<file path="src/rtl/bp_tlb_miss_ctrl_if.sv">
// bp_tlb_miss_ctrl_if: requester, TLB and page-table-walker signals of the miss controller
interface bp_tlb_miss_ctrl_if #(
  parameter int vtag_width_p  = 27,
  parameter int entry_width_p = 32,
  parameter int cnt_width_p   = 16
);
  logic                     flush_i;
  logic                     req_v_i;
  logic [vtag_width_p-1:0]  req_vtag_i;
  logic                     req_ready_o;
  logic                     resp_v_o;
  logic [entry_width_p-1:0] resp_entry_o;
  logic                     resp_fault_o;
  logic                     tlb_v_o;
  logic                     tlb_w_o;
  logic [vtag_width_p-1:0]  tlb_vtag_o;
  logic [entry_width_p-1:0] tlb_entry_o;
  logic                     tlb_flush_o;
  logic                     tlb_v_i;
  logic                     tlb_miss_v_i;
  logic [entry_width_p-1:0] tlb_entry_i;
  logic                     ptw_v_o;
  logic [vtag_width_p-1:0]  ptw_vtag_o;
  logic                     ptw_ready_i;
  logic                     ptw_v_i;
  logic [entry_width_p-1:0] ptw_entry_i;
  logic                     ptw_fault_i;
  logic [cnt_width_p-1:0]   miss_cnt_o;
  modport slave (
    input  flush_i, req_v_i, req_vtag_i, tlb_v_i, tlb_miss_v_i, tlb_entry_i,
           ptw_ready_i, ptw_v_i, ptw_entry_i, ptw_fault_i,
    output req_ready_o, resp_v_o, resp_entry_o, resp_fault_o, tlb_v_o, tlb_w_o,
           tlb_vtag_o, tlb_entry_o, tlb_flush_o, ptw_v_o, ptw_vtag_o, miss_cnt_o
  );
  modport master (
    output flush_i, req_v_i, req_vtag_i, tlb_v_i, tlb_miss_v_i, tlb_entry_i,
           ptw_ready_i, ptw_v_i, ptw_entry_i, ptw_fault_i,
    input  req_ready_o, resp_v_o, resp_entry_o, resp_fault_o, tlb_v_o, tlb_w_o,
           tlb_vtag_o, tlb_entry_o, tlb_flush_o, ptw_v_o, ptw_vtag_o, miss_cnt_o
  );
endinterface

</file>
<file path="src/rtl/bp_tlb_miss_ctrl.sv">
// bp_tlb_miss_ctrl: single-requester TLB lookup sequencer with page-walk refill
module bp_tlb_miss_ctrl #(
  parameter int vtag_width_p  = 27,
  parameter int entry_width_p = 32,
  parameter int cnt_width_p   = 16
) (
  input logic clk_i,
  input logic reset_n_i,
  bp_tlb_miss_ctrl_if.slave bus
);
  typedef enum logic [2:0] {IDLE, LOOKUP, WALK_REQ, WALK_WAIT, FILL} state_e;
  state_e state_r, state_n;
  logic [vtag_width_p-1:0] vtag_r;
  logic [entry_width_p-1:0] entry_r;
  logic kill_r;
  logic [cnt_width_p-1:0] miss_cnt_r;
  logic accept, walk_done, walk_fault, lookup_hit, fill_wr;
  assign accept     = (state_r == IDLE) & bus.req_v_i & ~bus.flush_i;
  assign walk_done  = (state_r == WALK_WAIT) & bus.ptw_v_i;
  assign walk_fault = walk_done & bus.ptw_fault_i;
  assign lookup_hit = (state_r == LOOKUP) & bus.tlb_v_i;
  assign fill_wr    = (state_r == FILL) & ~kill_r;
  // state register
  always_ff @(posedge clk_i or negedge reset_n_i)
    if (!reset_n_i) state_r <= IDLE;
    else state_r <= state_n;
  // next-state selection
  always_comb begin
    state_n = state_r;
    case (state_r)
      IDLE:      state_n = accept ? LOOKUP : IDLE;
      LOOKUP:    state_n = bus.tlb_v_i ? IDLE : bus.tlb_miss_v_i ? WALK_REQ : LOOKUP;
      WALK_REQ:  state_n = bus.ptw_ready_i ? WALK_WAIT : WALK_REQ;
      WALK_WAIT: state_n = !bus.ptw_v_i ? WALK_WAIT : bus.ptw_fault_i ? IDLE : FILL;
      FILL:      state_n = IDLE;
      default:   state_n = IDLE;
    endcase
  end
  // request tag, walk result, flush-kill flag and saturating miss counter
  always_ff @(posedge clk_i or negedge reset_n_i)
    if (!reset_n_i) begin
      vtag_r     <= '0;
      entry_r    <= '0;
      kill_r     <= 1'b0;
      miss_cnt_r <= '0;
    end else begin
      vtag_r     <= accept ? bus.req_vtag_i : vtag_r;
      entry_r    <= (walk_done & ~bus.ptw_fault_i) ? bus.ptw_entry_i : entry_r;
      kill_r     <= (state_n != IDLE) & (kill_r | (bus.flush_i & ((state_r == WALK_REQ) | (state_r == WALK_WAIT))));
      miss_cnt_r <= ((state_r == LOOKUP) & (state_n == WALK_REQ) & ~&miss_cnt_r) ? miss_cnt_r + cnt_width_p'(1) : miss_cnt_r;
    end
  // output decode; the fill write is suppressed once a flush hit the walk in flight
  always_comb begin
    bus.req_ready_o  = (state_r == IDLE) & ~bus.flush_i;
    bus.tlb_v_o      = accept | fill_wr;
    bus.tlb_w_o      = fill_wr;
    bus.tlb_vtag_o   = (state_r == IDLE) ? bus.req_vtag_i : vtag_r;
    bus.tlb_entry_o  = entry_r;
    bus.tlb_flush_o  = bus.flush_i;
    bus.ptw_v_o      = state_r == WALK_REQ;
    bus.ptw_vtag_o   = vtag_r;
    bus.resp_v_o     = lookup_hit | walk_fault | (state_r == FILL);
    bus.resp_fault_o = walk_fault;
    bus.resp_entry_o = lookup_hit ? bus.tlb_entry_i : (state_r == FILL) ? entry_r : '0;
    bus.miss_cnt_o   = miss_cnt_r;
  end
  a_lookup_resp: assert property (@(posedge clk_i) disable iff (!reset_n_i)
    (state_r == LOOKUP) |-> (bus.tlb_v_i | bus.tlb_miss_v_i));
endmodule

</file>
<file path="src/flat_wrapper.sv">
// flat-port wrapper written by rule: the top's interface ports become plain ports
module bp_tlb_miss_ctrl_flat 
#(
  parameter int vtag_width_p  = 27,
  parameter int entry_width_p = 32,
  parameter int cnt_width_p   = 16
)
  (clk_i, reset_n_i, bus_flush_i, bus_req_v_i, bus_req_vtag_i, bus_tlb_v_i, bus_tlb_miss_v_i, bus_tlb_entry_i, bus_ptw_ready_i, bus_ptw_v_i, bus_ptw_entry_i, bus_ptw_fault_i, bus_req_ready_o, bus_resp_v_o, bus_resp_entry_o, bus_resp_fault_o, bus_tlb_v_o, bus_tlb_w_o, bus_tlb_vtag_o, bus_tlb_entry_o, bus_tlb_flush_o, bus_ptw_v_o, bus_ptw_vtag_o, bus_miss_cnt_o);
  bp_tlb_miss_ctrl_if #(.vtag_width_p(vtag_width_p), .entry_width_p(entry_width_p), .cnt_width_p(cnt_width_p)) bus_i ();
  input logic clk_i;
  input logic reset_n_i;
  input wire logic [$bits(bus_i.flush_i)-1:0] bus_flush_i;
  input wire logic [$bits(bus_i.req_v_i)-1:0] bus_req_v_i;
  input wire logic [$bits(bus_i.req_vtag_i)-1:0] bus_req_vtag_i;
  input wire logic [$bits(bus_i.tlb_v_i)-1:0] bus_tlb_v_i;
  input wire logic [$bits(bus_i.tlb_miss_v_i)-1:0] bus_tlb_miss_v_i;
  input wire logic [$bits(bus_i.tlb_entry_i)-1:0] bus_tlb_entry_i;
  input wire logic [$bits(bus_i.ptw_ready_i)-1:0] bus_ptw_ready_i;
  input wire logic [$bits(bus_i.ptw_v_i)-1:0] bus_ptw_v_i;
  input wire logic [$bits(bus_i.ptw_entry_i)-1:0] bus_ptw_entry_i;
  input wire logic [$bits(bus_i.ptw_fault_i)-1:0] bus_ptw_fault_i;
  output wire logic [$bits(bus_i.req_ready_o)-1:0] bus_req_ready_o;
  output wire logic [$bits(bus_i.resp_v_o)-1:0] bus_resp_v_o;
  output wire logic [$bits(bus_i.resp_entry_o)-1:0] bus_resp_entry_o;
  output wire logic [$bits(bus_i.resp_fault_o)-1:0] bus_resp_fault_o;
  output wire logic [$bits(bus_i.tlb_v_o)-1:0] bus_tlb_v_o;
  output wire logic [$bits(bus_i.tlb_w_o)-1:0] bus_tlb_w_o;
  output wire logic [$bits(bus_i.tlb_vtag_o)-1:0] bus_tlb_vtag_o;
  output wire logic [$bits(bus_i.tlb_entry_o)-1:0] bus_tlb_entry_o;
  output wire logic [$bits(bus_i.tlb_flush_o)-1:0] bus_tlb_flush_o;
  output wire logic [$bits(bus_i.ptw_v_o)-1:0] bus_ptw_v_o;
  output wire logic [$bits(bus_i.ptw_vtag_o)-1:0] bus_ptw_vtag_o;
  output wire logic [$bits(bus_i.miss_cnt_o)-1:0] bus_miss_cnt_o;
  assign bus_i.flush_i = bus_flush_i;
  assign bus_i.req_v_i = bus_req_v_i;
  assign bus_i.req_vtag_i = bus_req_vtag_i;
  assign bus_i.tlb_v_i = bus_tlb_v_i;
  assign bus_i.tlb_miss_v_i = bus_tlb_miss_v_i;
  assign bus_i.tlb_entry_i = bus_tlb_entry_i;
  assign bus_i.ptw_ready_i = bus_ptw_ready_i;
  assign bus_i.ptw_v_i = bus_ptw_v_i;
  assign bus_i.ptw_entry_i = bus_ptw_entry_i;
  assign bus_i.ptw_fault_i = bus_ptw_fault_i;
  assign bus_req_ready_o = bus_i.req_ready_o;
  assign bus_resp_v_o = bus_i.resp_v_o;
  assign bus_resp_entry_o = bus_i.resp_entry_o;
  assign bus_resp_fault_o = bus_i.resp_fault_o;
  assign bus_tlb_v_o = bus_i.tlb_v_o;
  assign bus_tlb_w_o = bus_i.tlb_w_o;
  assign bus_tlb_vtag_o = bus_i.tlb_vtag_o;
  assign bus_tlb_entry_o = bus_i.tlb_entry_o;
  assign bus_tlb_flush_o = bus_i.tlb_flush_o;
  assign bus_ptw_v_o = bus_i.ptw_v_o;
  assign bus_ptw_vtag_o = bus_i.ptw_vtag_o;
  assign bus_miss_cnt_o = bus_i.miss_cnt_o;
  bp_tlb_miss_ctrl #(.vtag_width_p(vtag_width_p), .entry_width_p(entry_width_p), .cnt_width_p(cnt_width_p)) u_core (.clk_i(clk_i), .reset_n_i(reset_n_i), .bus(bus_i));
endmodule
</file>
<file path="config.mk">
export PLATFORM = sky130hd
export DESIGN_NAME = bp_tlb_miss_ctrl_flat
export DESIGN_NICKNAME = d
export VERILOG_FILES = /design/src/rtl/bp_tlb_miss_ctrl_if.sv /design/src/rtl/bp_tlb_miss_ctrl.sv /design/src/flat_wrapper.sv
export SDC_FILE = /design/constraint.sdc
export NUM_CORES = 1
export LEC_CHECK = 0
export ABC_AREA = 1
export ABC_CLOCK_PERIOD_IN_PS = 2100
export CORE_UTILIZATION = 39
export CTS_CLUSTER_DIAMETER = 150
export DETAILED_ROUTE_END_ITERATION = 8
export GPL_ROUTABILITY_DRIVEN = 0
export GPL_TIMING_DRIVEN = 0
export PLACE_DENSITY = 0.87
export SYNTH_ARGS = -nofsm -noshare
export SYNTH_HDL_FRONTEND = slang
export SYNTH_SLANG_ARGS = --single-unit
</file>
<file path="constraint.sdc">
create_clock -name clk_i -period 2.1 [get_ports clk_i]
set_clock_uncertainty 0.1 [all_clocks]
set_input_delay 0.315 -clock clk_i [delete_from_list [all_inputs] [get_ports clk_i]]
set_output_delay 0.315 -clock clk_i [all_outputs]
set_load 0.05 [all_outputs]
</file>
==> results of run 1 <==
[area by class of cell]
cell class	instances	share of cell area, %
timing repair buffer	259	33.89
clock inverter	3	0.7801
multi-input combinational	452	31.11
tap	140	2.100
buffer	30	4.155
clock buffer	13	1.905
sequential	79	23.73
inverter	49	2.325
[worst min-delay path by stage]
stage | depth (start not counted) | from | end | slack (ns)
6_report | 2 | reset_n_i | u_core.bus.tlb_entry_o[22]$_DFFE_PN0P_ | 0.38
5_1_grt | 3 | bus_ptw_entry_i[11] | u_core.bus.tlb_entry_o[11]$_DFFE_PN0P_ | 0.40
4_1_cts | 2 | reset_n_i | u_core.bus.tlb_entry_o[22]$_DFFE_PN0P_ | 0.38
3_5_place_dp | 1 | reset_n_i | u_core.bus.tlb_entry_o[22]$_DFFE_PN0P_ | 0.20
3_3_place_gp | 2 | u_core.bus.tlb_entry_o[8]$_DFFE_PN0P_ | u_core.bus.tlb_entry_o[8]$_DFFE_PN0P_ | 0.38
2_1_floorplan | 0 | reset_n_i | u_core.bus.miss_cnt_o[0]$_DFFE_PN0P_ | -0.08
[placed cells by master, fill, tap and decap left out, types with 24 or more instances in the layout]
cell | synthesis | layout
clkdlybuf4s50_1 | 0 | 163
a21oi_4 | 0 | 24
dfrtp_1 | 79 | 77
buf_6 | 9 | 54
nand2_2 | 3 | 33
nand3_1 | 42 | 41
nor2_1 | 54 | 26
nand2_1 | 265 | 229
inv_1 | 45 | 44
[report_power, final]
group | internal [mW] | switching, mW
registers | 2.14 | 0.576
clock network | 0.735 | 0.564
logic | 3.91 | 6.83
[worst register-to-register path: cells and delay by family, from the launching register on]
kind | cells | cell delay [ns]
buf+inv | 2 | 0.22
flops | 1 | 0.48
compound gates | 1 | 0.06
simple gates | 5 | 0.60
fa+ha+maj | 1 | 0.30
[per-stage QoR]
step,utilization (%),TNS (ns),instances
after detailed placement,64.30,-29.88,990
after global placement,64.07,-212.96,989
after global routing,76.94,-3.968,1025
after CTS,69.73,-0.5424,1016
after floorplan,-,-1.176,609
final,76.94,-0.2770,1025
[routing by layer]
metal | track usage (%) | part of all wire (%) | routed length, um
met4 | 7.143 | 2.7 | 480
met1 | 35.23 | 38 | 6620
met5 | 0 | 0 | 0
met2 | 46.38 | 53 | 9239
met3 | 5.811 | 6.5 | 1141
[registers in the layout (all words and copies together), names as in the netlist]
signal / cells
u_core.kill_r: 1
u_core.bus.ptw_vtag_o: 27
u_core.bus.miss_cnt_o: 16
u_core.bus.tlb_entry_o: 32
u_core.state_r: 3
[kinds of logic after synthesis]
kind of cell | synth area share, %
XOR/XNOR | 1.007
AND/OR/NAND/NOR | 35.29
adder cells (fa/ha/maj) | 0.2876
buffers and inverters | 9.203
AO/OA/AOI/OAI | 8.772
flip-flops | 45.44
[repair_timing]
item	in CTS	in global routing
endpoints found under the setup margin	67	73
hold endpoints to repair	34	0
resized for setup	501	181
cloned	5	4
buffers inserted	4	5
hold buffers	1	0
pin swaps	8	23
==> metrics.md, run 1 <==
| Metric | Value |
|---|---|
| DP HPWL | `10,990 um` |
| Io pins | `241` |
| Outcome | `complete, but fails checks` |
| Deepest clock path buffer count | `2` |
| Critical path's top delay family | `buffers and inverters` |
| Synth top cells by count | `nand2_1 (265), dfrtp_1 (79), nor2_1 (54), inv_1 (45), nand3_1 (42)` |
| FF/Latch Area | `1979 um2` |
| CTS root buf | `clkbuf_8` |
| CTS Buf Count | `9` |
| Mapped Area | `4350 um2` |
| Tot Pwr | `14.75 mW` |
| Final Cell Area | `8341 um2` |
| Routed Antenna Nets | `0` |
| Main synth FF type | `dfrtp_1` |
| CTS clk-pin slew, worst paths | `0.08 ns` |
| Reg2Reg Depth | `9` |
| Die footprint | `11,580 um2` |
| Failing checks | `negative setup slack` |
| Max stage delay on crit path | `0.46 ns` |
| Share of post-route cells with drive strength above 1 | `27.68%` |
| Cell Pwr Density | `1769 nW/um2` |
| Pre-antenna DRT Iters | `5` |
| Layout fillers | `759` |
| Buf/Inv on CP | `3` |
| Cell count after synthesis | `609` |
| Final Cycle Share | `101.8%` |
| Crit path capture type | `output port` |
| GR Overflow Total | `0` |
| Crit. path cell count | `6` |
| Largest net degree at the start of global routing | `46` |
| # H-tree levels | `3` |
| PnR worst setup slack | `-0.03680 ns` |
| Total wire length | `17,480 um` |
| Routed WL per cell | `17.06 um` |
| Die Wd | `107.6 um` |
| Hold Vio Cnt, Final | `0` |
| Vias in the first global route | `4,729` |
| TritonCTS clock tree | `yes` |
| WS Path Type | `register to output port` |
| Worst Path Required | `1.68 ns` |
| DP Area | `6970 um2` |
| Crit path DAT | `1.72 ns` |
| First-pass GRT wire length | `24,590 um` |
| Slew @ Worst Pin | `0.5549 ns` |
| CP Cell Sequence | `nor2_4 > buf_12 > nand2_8 > clkbuf_16 > a21oi_4 > buf_6` |
| Net count reported at finish | `981` |
| Clk sinks | `79` |
| Ys async rst share | `100.0%` |
| Cell with the most instances after synthesis | `nand2_1` |
| Vias per cell | `5.068` |
| Pins Over Slew Limit | `0` |
| Die H | `107.6 um` |
| Worst slew margin | `62.89%` |
| Site Rows | `38` |
| Total core area | `10,840 um2` |
| Antenna violations before repair | `0` |
| HP Class | `primary input to async pin` |
| Leakage | `3.998 nW` |
| Hold_ws | `0.3767 ns` |
| Top post-synthesis cells by area | `dfrtp_1 (45%), nand2_1 (23%), nand3_1 (4.8%)` |
| Tot GR Track Use | `27.36%` |
| Critical-path top delay cell | `dfrtp_2` |
| Worst Setup EP | `bus_tlb_vtag_o[3]` |
| Initial core utilization | `40.13%` |
| Crit Reg-Reg Startpoint | `u_core.bus.miss_cnt_o[0]$_DFFE_PN0P_` |
| Footprint of the multi-input gates | `2595 um2` |
| Peak VDD IR | `0.001419 V` |
| Yosys top cell by area | `dfrtp_1` |
| DR DRC count | `0` |
| Total number of vias | `5,195` |
| Share of the synthesized area in the top cell type | `45.44%` |
| Seq/Total Area, Yosys | `45.44%` |
| Crit path from | `u_core.state_r[0]$_DFF_PN0_` |
| FF-to-FF setup slack | `0.24 ns` |
| Worst skew pair latency | `0.35 ns` |
| Fmax | `468.0 MHz` |
| Distinct cells, synth | `28` |
| Syn nets | `710` |
| Startpoint class of the critical path | `register` |
| Max_cap viols | `0` |
| Diode count | `0` |
| PortBufs | `240` |
| Post-synth EDFFs | `0` |
| Number of setup violations in the final report | `25` |
| Max FO, Critical Path | `8` |
| Register bit total from synthesis | `79` |
| FF-to-FF End | `u_core.bus.miss_cnt_o[10]$_DFFE_PN0P_` |
| Yosys warnings | `0` |
| First DRT Iteration DRCs | `380` |
| Area growth syn-to-layout | `91.72%` |
| Final critical-path required period | `2.137 ns` |
| Avg Cell Area, Syn | `7.144 um2` |
| RSZ-0062 raised after global routing | `yes` |
| Pre-CTS setup slack | `-0.5795 ns` |
No activity file was read; power rests on OpenSTA's default activity.
==> inputs of run 2 (changes only) <==
--- a/config.mk
+++ b/config.mk
@@ -9,6 +9,7 @@
 export ABC_CLOCK_PERIOD_IN_PS = 2100
 export CORE_UTILIZATION = 39
 export CTS_CLUSTER_DIAMETER = 150
+export CTS_CLUSTER_SIZE = 30
 export DETAILED_ROUTE_END_ITERATION = 8
 export GPL_ROUTABILITY_DRIVEN = 0
 export GPL_TIMING_DRIVEN = 0
==> results of run 2 <==
Final layout, timing and power as in run 1 (identical DEF).
==> inputs of run 3 (changes only) <==
--- a/config.mk
+++ b/config.mk
@@ -9,7 +9,7 @@
 export ABC_CLOCK_PERIOD_IN_PS = 2100
 export CORE_UTILIZATION = 39
 export CTS_CLUSTER_DIAMETER = 150
-export CTS_CLUSTER_SIZE = 30
+export CTS_CLUSTER_SIZE = 24
 export DETAILED_ROUTE_END_ITERATION = 8
 export GPL_ROUTABILITY_DRIVEN = 0
 export GPL_TIMING_DRIVEN = 0
==> results of run 3 <==
Final layout, timing and power as in run 1 (identical DEF).
